$ cat src/rtl/load_store_unit_if.sv
// load_store_unit_if: request/response bundle between the core and the
// load/store unit.
//   master (core side): drives req, mem_write, funct3, addr, write_data;
//                       receives read_data, stall, done, err.
//   slave  (LSU side) : the mirror image.
interface load_store_unit_if;
  logic        req;
  logic        mem_write;
  logic [2:0]  funct3;
  logic [31:0] addr;
  logic [31:0] write_data;
  logic [31:0] read_data;
  logic        stall;
  logic        done;
  logic        err;

  modport master (
    output req, mem_write, funct3, addr, write_data,
    input  read_data, stall, done, err
  );

  modport slave (
    input  req, mem_write, funct3, addr, write_data,
    output read_data, stall, done, err
  );
endinterface

$ cat src/rtl/load_store_unit.sv
// load_store_unit: multi-cycle load/store unit with a private word-organised
// data RAM and a configurable number of wait states per access.
//   clk      : clock, all state on the rising edge
//   n_reset  : asynchronous active-low reset (control and read_data only)
//   bus      : load_store_unit_if.slave
//              req/mem_write/funct3/addr/write_data in,
//              read_data (registered), stall (comb), done/err (pulses) out
// Parameters: DEPTH (words, power of 2, >= 4), WAIT_CYCLES (0..15).
// Build option: define LOAD_STORE_UNIT_ERR_EN to enable misalignment /
// illegal-funct3 fault detection; otherwise misaligned accesses are aligned
// down, illegal funct3 codes act as word accesses and err is tied low.
module load_store_unit #(
  parameter int DEPTH       = 64,
  parameter int WAIT_CYCLES = 2
) (
  input  logic             clk,
  input  logic             n_reset,
  load_store_unit_if.slave bus
);

  localparam int AW = $clog2(DEPTH);
  localparam logic [3:0] CNT_INIT = (WAIT_CYCLES > 0) ? 4'(WAIT_CYCLES - 1) : 4'd0;

  typedef enum logic [1:0] {IDLE = 2'd0, BUSY = 2'd1, DONE = 2'd2} state_t;

  state_t        state, state_nxt;
  logic [3:0]    cnt;
  logic [31:0]   mem [DEPTH];
  logic [31:0]   rd_q;
  logic [AW-1:0] idx;
  logic          fault;
  logic          commit;
  logic [3:0]    wmask;
  logic [31:0]   wdata;
  logic          unused_addr;

  // Byte/half/word selection uses funct3[1:0]; every other code is a word.
  function automatic logic [31:0] load_extend(input logic [31:0] word,
                                              input logic [1:0]  off,
                                              input logic [2:0]  f3);
    logic [7:0]  b;
    logic [15:0] h;
    logic signed [31:0] sx;
    b = word[{off, 3'b000} +: 8];
    h = word[{off[1], 4'b0000} +: 16];
    case (f3[1:0])
      2'b00: begin
        sx = 32'(signed'(b));
        return f3[2] ? {24'd0, b} : sx;
      end
      2'b01: begin
        sx = 32'(signed'(h));
        return f3[2] ? {16'd0, h} : sx;
      end
      default: return word;
    endcase
  endfunction

  function automatic logic [3:0] store_mask(input logic [1:0] off,
                                            input logic [2:0] f3);
    case (f3[1:0])
      2'b00:   return 4'b0001 << off;
      2'b01:   return off[1] ? 4'b1100 : 4'b0011;
      default: return 4'b1111;
    endcase
  endfunction

  function automatic logic [31:0] store_data(input logic [31:0] wd,
                                             input logic [2:0]  f3);
    case (f3[1:0])
      2'b00:   return {4{wd[7:0]}};
      2'b01:   return {2{wd[15:0]}};
      default: return wd;
    endcase
  endfunction

  assign idx         = bus.addr[AW+1:2];
  assign unused_addr = ^bus.addr[31:AW+2];
  assign wmask       = store_mask(bus.addr[1:0], bus.funct3);
  assign wdata       = store_data(bus.write_data, bus.funct3);

`ifdef LOAD_STORE_UNIT_ERR_EN
  assign fault = (bus.funct3 == 3'b011) || (bus.funct3 == 3'b110) || (bus.funct3 == 3'b111) ||
                 ((bus.funct3[1:0] == 2'b01) && bus.addr[0]) ||
                 ((bus.funct3 == 3'b010) && (bus.addr[1:0] != 2'b00));
`else
  assign fault = 1'b0;
`endif

  // The edge that enters DONE is the single commit point of an access.
  assign commit = (state != DONE) && (state_nxt == DONE);

  // State register
  always_ff @(posedge clk or negedge n_reset) begin
    if (!n_reset) state <= IDLE;
    else          state <= state_nxt;
  end

  // Next-state logic
  always_comb begin
    state_nxt = state;
    case (state)
      IDLE: begin
        if (bus.req) begin
          if (fault || (WAIT_CYCLES == 0)) state_nxt = DONE;
          else                             state_nxt = BUSY;
        end
      end
      BUSY: begin
        if (!bus.req)      state_nxt = IDLE;  // abandoned access, nothing committed
        else if (cnt == 0) state_nxt = DONE;
      end
      DONE:    state_nxt = IDLE;
      default: state_nxt = IDLE;
    endcase
  end

  // Output logic
  always_comb begin
    bus.stall = bus.req && (state != DONE);
    bus.done  = (state == DONE);
  end

  // Wait-state counter: reloaded on every entry into BUSY.
  always_ff @(posedge clk or negedge n_reset) begin
    if (!n_reset)                               cnt <= 4'd0;
    else if (state == IDLE && state_nxt == BUSY) cnt <= CNT_INIT;
    else if (state == BUSY && cnt != 4'd0)       cnt <= cnt - 4'd1;
  end

  // Load capture: only completed loads (or faults) touch read_data.
`ifdef LOAD_STORE_UNIT_ERR_EN
  logic err_q;
  always_ff @(posedge clk or negedge n_reset) begin
    if (!n_reset) begin
      rd_q  <= 32'd0;
      err_q <= 1'b0;
    end else begin
      err_q <= 1'b0;
      if (commit) begin
        if (fault) begin
          rd_q  <= 32'd0;
          err_q <= 1'b1;
        end else if (!bus.mem_write) begin
          rd_q <= load_extend(mem[idx], bus.addr[1:0], bus.funct3);
        end
      end
    end
  end
  assign bus.err = err_q;
`else
  always_ff @(posedge clk or negedge n_reset) begin
    if (!n_reset)                     rd_q <= 32'd0;
    else if (commit && !bus.mem_write) rd_q <= load_extend(mem[idx], bus.addr[1:0], bus.funct3);
  end
  assign bus.err = 1'b0;
`endif

  assign bus.read_data = rd_q;

  // Data RAM: not reset, byte-lane writes.
  always_ff @(posedge clk) begin
    if (commit && bus.mem_write && !fault) begin
      for (int i = 0; i < 4; i++) begin
        if (wmask[i]) mem[idx][8*i +: 8] <= wdata[8*i +: 8];
      end
    end
  end

endmodule

$ cat src/flat_wrapper.sv
// flat-port wrapper written by rule: the top's interface ports become plain ports
module load_store_unit_flat 
#(
  parameter int DEPTH       = 64,
  parameter int WAIT_CYCLES = 2
)
  (clk, n_reset, bus_req, bus_mem_write, bus_funct3, bus_addr, bus_write_data, bus_read_data, bus_stall, bus_done, bus_err);
  load_store_unit_if bus_i ();
  input  logic clk;
  input  logic n_reset;
  input wire logic [$bits(bus_i.req)-1:0] bus_req;
  input wire logic [$bits(bus_i.mem_write)-1:0] bus_mem_write;
  input wire logic [$bits(bus_i.funct3)-1:0] bus_funct3;
  input wire logic [$bits(bus_i.addr)-1:0] bus_addr;
  input wire logic [$bits(bus_i.write_data)-1:0] bus_write_data;
  output wire logic [$bits(bus_i.read_data)-1:0] bus_read_data;
  output wire logic [$bits(bus_i.stall)-1:0] bus_stall;
  output wire logic [$bits(bus_i.done)-1:0] bus_done;
  output wire logic [$bits(bus_i.err)-1:0] bus_err;
  assign bus_i.req = bus_req;
  assign bus_i.mem_write = bus_mem_write;
  assign bus_i.funct3 = bus_funct3;
  assign bus_i.addr = bus_addr;
  assign bus_i.write_data = bus_write_data;
  assign bus_read_data = bus_i.read_data;
  assign bus_stall = bus_i.stall;
  assign bus_done = bus_i.done;
  assign bus_err = bus_i.err;
  load_store_unit #(.DEPTH(DEPTH), .WAIT_CYCLES(WAIT_CYCLES)) u_core (.clk(clk), .n_reset(n_reset), .bus(bus_i));
endmodule
$ cat config.mk
export PLATFORM = sky130hd
export DESIGN_NAME = load_store_unit_flat
export DESIGN_NICKNAME = d
export VERILOG_FILES = /design/src/rtl/load_store_unit_if.sv /design/src/rtl/load_store_unit.sv /design/src/flat_wrapper.sv
export SDC_FILE = /design/constraint.sdc
export NUM_CORES = 2
export LEC_CHECK = 0
export ABC_AREA = 1
export BUFFER_PORTS_ARGS = -buffer_cell sky130_fd_sc_hd__buf_2
export CAP_MARGIN = 30
export CORE_MARGIN = 3
export CORE_UTILIZATION = 30
export DETAILED_ROUTE_END_ITERATION = 12
export SLEW_MARGIN = 20
export SYNTH_ARGS = -nofsm -noshare
export SYNTH_HDL_FRONTEND = slang
export SYNTH_SLANG_ARGS = --single-unit
$ cat constraint.sdc
create_clock -name clk -period 3 [get_ports clk]
set_input_delay 0.15 -clock clk [delete_from_list [all_inputs] [get_ports clk]]
set_output_delay 0.15 -clock clk [all_outputs]
set_load 0.01 [all_outputs]
# After elaboration in Yosys (flattened, before gate mapping)
# Memory sizes are Yosys's and may differ from the RTL's.
# Index checks and enable logic that the tools add are counted.
[word_totals] ff_bits=38 romBits=0 mem_count=1 word_cells=50 latch_bits=0 in_bits=71 mem_bits_rw=2048
[classes] multipliers=0 addsub=1 reduce_logical=12 magnitude_cmp=0 muxes=24 n_div=0 shift=3 bitwise_logic=0 n_eq_ne=6
[mem_list] memory="u_core.mem" words=64 width=32 rd=1 rd_ports_with_merged_regs=0 wr=1 line="load_store_unit.sv:28" rtl="logic [31:0] mem [DEPTH];"
[op_table] cell="one-hot mux 32 bit (2 select lines)" n=2
[op_table] cell="2-to-1 mux 32 bit" n=2
[op_table] cell="indexed part select 32 x 6 -> 16 bit" n=1
[op_table] cell="indexed part select 32 x 6 -> 8 bit" n=1
[op_table] cell="2-to-1 mux 1 bit" n=12
[op_table] cell="2-to-1 mux 4 bit" n=3
[op_table] cell="one-hot mux 4 bit (2 select lines)" n=1
[op_table] cell="equality test 2 x 1 -> 1 bit (second input constant)" n=3
[op_table] cell="logical AND 1 bit" n=6
[op_table] cell="2-to-1 mux 2 bit" n=3
[op_table] cell="equality test 2 bit (second input constant)" n=2
[op_table] cell="zero test 2 bit" n=2
[op_table] cell="zero test 4 bit" n=1
[op_table] cell="one-hot mux 2 bit (2 select lines)" n=1
[op_table] cell="nonzero test 4 bit" n=1
[op_table] cell="left shift 1 x 2 -> 4 bit (first input constant)" n=1
[op_table] cell="subtractor 4 x 1 -> 4 bit (second input constant)" n=1
[op_table] cell="inequality test 2 bit (second input constant)" n=1
[op_table] cell="nonzero test 2 bit" n=1
[op_table] cell="zero test 1 bit" n=1

# Logic depth before layout (Yosys ltp)
[logic_depth] ltp_word=9 depth_mapped=20

# Worst setup path before layout
# OpenSTA, ideal clock, no wires.
[synth_path] path_kind="input port to flip-flop" startpoint="input bus_funct3[1]" endpoint="memory u_core.mem[0][10] (data pin)" path_slack_ns=-1.026 path_stages=4 t_arrival_ns=3.324 t_required_ns=2.298 setup_time_ns=0.702 cell_sequence="clkbuf_1 > nor2_1 > clkbuf_1 > o21ai_0"
[synth_via] elab_chain_len=2 elab_cells_between_ends=3 cone_classes="eq/ne (1); mux (1); reduce/logical (1)"
[synth_rtl] item="from (decl)" line="flat_wrapper.sv:13" rtl="input wire logic [$bits(bus_i.funct3)-1:0] bus_funct3;"
[synth_rtl] item="equality test 2 x 1 -> 1 bit / zero test 2 bit (equally long branches)" line="load_store_unit.sv:70" rtl="case (f3[1:0])"
[synth_rtl] item="one-hot mux 32 bit (2 select lines) (*)" line="load_store_unit.sv:70"
[synth_rtl] item="net u_core.wdata[10]" line="load_store_unit.sv:34" rtl="logic [31:0] wdata;"
[synth_rtl] item="to (decl)" line="load_store_unit.sv:28"
# Mark *: on every way through the listed nets, which the timed path passes. The rest lies on a longest branch.

# Worst setup path after layout
[layout_path] startpoint="memory u_core.mem[24][7]" endpoint="register u_core.rd_q[9] (netlist: u_core.bus.read_data[9])"
[layout_via] elab_chain_len=4
[layout_rtl] item="memory read (64 x 32 bit)"
[layout_rtl] item="indexed part select 32 x 6 -> 8 bit" line="load_store_unit.sv:44" rtl="b = word[{off, 3'b000} +: 8];"
[layout_rtl] item="2-to-1 mux 32 bit" line="load_store_unit.sv:49" rtl="return f3[2] ? {24'd0, b} : sx;"
[layout_rtl] item="one-hot mux 32 bit (2 select lines)" line="load_store_unit.sv:46" rtl="case (f3[1:0])"
[layout_rtl] item="to (signal assigned)" line="load_store_unit.sv:154" rtl="else if (commit && !bus.mem_write) rd_q <= load_extend(mem[idx], bus.addr[1:0], bus.funct3);"
[layout_rtl] item="to (decl)" line="load_store_unit.sv:29" rtl="logic [31:0] rd_q;"
# Every way passes these cells.
# A chain may end at the register's enable or synchronous reset.

==> results.md <==
* Place WS at 0.0484 ns
* Synthesized net count at 7296
* Status: finished clean
* Avg Cell Area, Syn at 11.6 sq um
* DRT Pass-1 Iters at 8
* Area growth syn-to-layout at 18.5%
* Synth warnings at 0
* Final nets at 7742
* I/O pin cnt at 106
* CP max stage cell: dlygate4sd3_1
* P_leak at 36.7 nW
* Period minus WS final at 2.82 ns
* Main synth FF type: edfxtp_1
* Slew Limit Fails at 0
* Register-to-Register Path Depth at 14
* Met1 usage at 23.1%
* First-pass GRT wire length at 375000 um
* Final setup margin at 0.177 ns
* Clk pwr share at 41.0%
* Hold Crit Start: bus_write_data[12]
* Pwr dens at 634 nW/um^2
* Die span in y at 535 um
* Worst reg2reg endpoint: u_core.bus.read_data[9]
* Arr. time, crit path at 3.56 ns
* Via density at 4.89
* Die area at 286000 sq um
* Post-synth EDFFs at 2048
* Final WL at 261000 um
* Clock Root Buffer: clkbuf_16
* Final Non-Filler Cells at 11.6k
* Placed cell count at 11.1k
* Cell variety after synth at 39
* Max incr delay on CP at 0.56 ns
* Syn Std Cell Area at 84000 sq um
* Placed inst area at 92400 sq um
* CTS Buf Count at 210
* Cell with the most instances after synthesis: nand2_1
* Vias in the first global route at 54.1k
* Setup TNS at 0 ns
* Final Cell Area at 99600 sq um
* Relative slew margins at 35.8%
* Share of cells above drive strength 1 at 12.5%
* Total GRT Usage at 17.7%
* Worst Setup End Kind: register
* FF-to-FF setup slack at 0.18 ns
* Final Core Density at 35.9%
* Worst EP required at 3.74 ns
* Filler Cell Count at 26.6k
* Crit-path max FO at 13
* Area contributors post-synth: edfxtp_1 73%, nand2_1 14%, nor2_1 2.2%
* Synth top cells by count: 3030 x nand2_1, 2048 x edfxtp_1, 495 x nor2_1
* CTS tree: done
* Switching Fraction at 23.3%
* Max Fclk at 0.354 GHz
* Leading area contributor after synthesis: edfxtp_1
* Clk buf depth at 3
* Maxcap violations at 0
* Global route overflow at 0
* Via count at 56.5k
* Yosys top cell area share at 73.2%
* H-tree depth at 4
* Core area at 277000 sq um
* Combinational Power Share at 7.1%
* Initial Utilization at 30.3%
* Iter 0 DRT Violations at 6607
* Final Skew at 0.0543 ns
* Final setup violation count at 0
* Worst Hold Class: input port to register
* Drt wl/cell at 22.5 um
* RSZ-0062 raised after global routing: no
* Pin count of the biggest net entering global routing at 88
* Period utilization at 94.1%
* CTS sink count at 2086
* Clk Latency, worst-skew pair at 0.86 ns
* Antenna-violating nets left at 0
* Most used routing layer: met2
* Hold Violations, Final at 0
* Overall power at 63.1 mW
* Hold Path Sink: u_core.mem[49][28]
* CP Cell Sequence: or2_2 > nand3_1 > nand2_1 > o21ai_1 > nand2_1 > nor2_1 > buf_4 > nand3_1 > nand3_1 > nand2_1 > nand3_2 > buf_12 > a21oi_1 > dlygate4sd3_1
* Drt drc at 0
* Yosys reg bits at 2086
* Seq pwr share at 51.9%
* Mapped Cells at 7224
* Worst-path clk slew at 0.07 ns
* Final Wtd Congestion at 0.934
* R2R Path Start: u_core.mem[24][7]
* I/O Buffers at 80
* Met2 Usage GRT at 28.6%
* Internal power at 48.4 mW
* P_sw at 14.7 mW
* VDD IR-drop max at 0.601 mV
* # rows at 193
* Final hold slack at 0.0711 ns
* Initial antenna violation count at 10
* Worst Setup Start Kind: register
* Async S/R FF share, synth at 1.82%
* Worst-Margin Slew at 0.960 ns
* Grt met3 use at 3.20%
* Setup Buffers After CTS at 0
* Hpwl dp at 165000 um
* Die width at 535 um
* Seq/Total Area, Yosys at 74.3%
* Crit Path Class: register to register
* Hold Path Depth at 4
registers in the layout (all words and copies together), names as in the netlist:
signal	flops
u_core.mem	2048
u_core.state	2
u_core.cnt	4
u_core.bus.read_data	32
layer usage:
layer	part of all wire [%]	vias up
li1	-	25600
met1	39	27800
met2	47	2631
met3	8.9	492
met4	5.1	2
met5	0.013	-
power groups by stage:
stage | Clock, mW | Sequential, mW | Combinational (mW)
floorplan | 0 | 33.4 | 2.16
global placement | 0 | 33.3 | 4.36
detailed placement | 0 | 33.4 | 4.41
CTS | 26.2 | 32.7 | 4.47
global route | 27.3 | 32.7 | 4.86
finish | 25.8 | 32.7 | 4.49
repair_timing:
| item | in CTS | in global routing |
|---|---|---|
| resized for setup | 0 | 4 |
| setup endpoints to repair | 0 | 8 |
| endpoints found under the hold margin | 413 | 0 |
| hold buffers | 31 | 0 |
area by class of cell:
class | count | area (sq um) | share of cell area, %
antenna | 4 | 10.0 | 0.0101
timing repair buffer | 610 | 5640 | 5.66
tap | 3705 | 4640 | 4.66
multi-input combinational | 4534 | 19200 | 19.3
inverter | 228 | 870 | 0.873
clock inverter | 138 | 1290 | 1.30
sequential | 2086 | 62400 | 62.7
clock buffer | 258 | 5500 | 5.52
cells by family (layout without fill, tap and decap cells):
| family | Yosys count | after routing | share of synthesized area (%) |
|---|---|---|---|
| buffers and inverters | 604 | 1234 | 3.15 |
| other | 1 | 5 | 0.00446 |
| flip-flops | 2086 | 2086 | 74.3 |
| AND/OR/NAND/NOR | 3881 | 3881 | 18.2 |
| adder cells (fa/ha/maj) | 1 | 1 | 0.0149 |
| AO/OA/AOI/OAI | 651 | 651 | 4.30 |
critical path: cells and delay by family, from the launching register on:
family / cells / cell delay, ns
AND/OR/NAND/NOR: 9 / 1.14
buffers and inverters: 3 / 0.89
flip-flops: 1 / 0.34
AO/OA/AOI/OAI: 2 / 0.32
cells in the final DEF (no fill, tap or decap), types with 22 or more instances in the layout:
cell and instances:
buf_4 408, a22oi_1 92, nand4_1 130, nor2_1 486, o211ai_1 22, buf_12 93, edfxtp_1 2048, or2_2 42
clkinv_2 46, nand2_1 3017, dlygate4sd3_1 30, nand3_1 142, clkinv_1 50, o21ai_1 124, clkbuf_16 211, o21ai_0 110
a21oi_1 270, inv_1 222, buf_2 77, dfrtp_1 38, clkbuf_1 43
worst max path at each step:
stage / to / startpoint / depth (start not counted) / slack [ns]
after detailed placement: u_core.bus.read_data[17] / bus_addr[4] / 16 / 0.05
after global routing: u_core.bus.read_data[9] / u_core.mem[24][7] / 14 / 0.03
final: u_core.bus.read_data[9] / u_core.mem[24][7] / 14 / 0.18
after CTS: u_core.bus.read_data[9] / u_core.mem[24][7] / 14 / 0.22
after floorplan: u_core.mem[0][10] / bus_funct3[1] / 4 / -0.90
after global placement: u_core.bus.read_data[24] / bus_addr[4] / 12 / 0.06
Note: power is estimated with default switching activity, not from simulation.
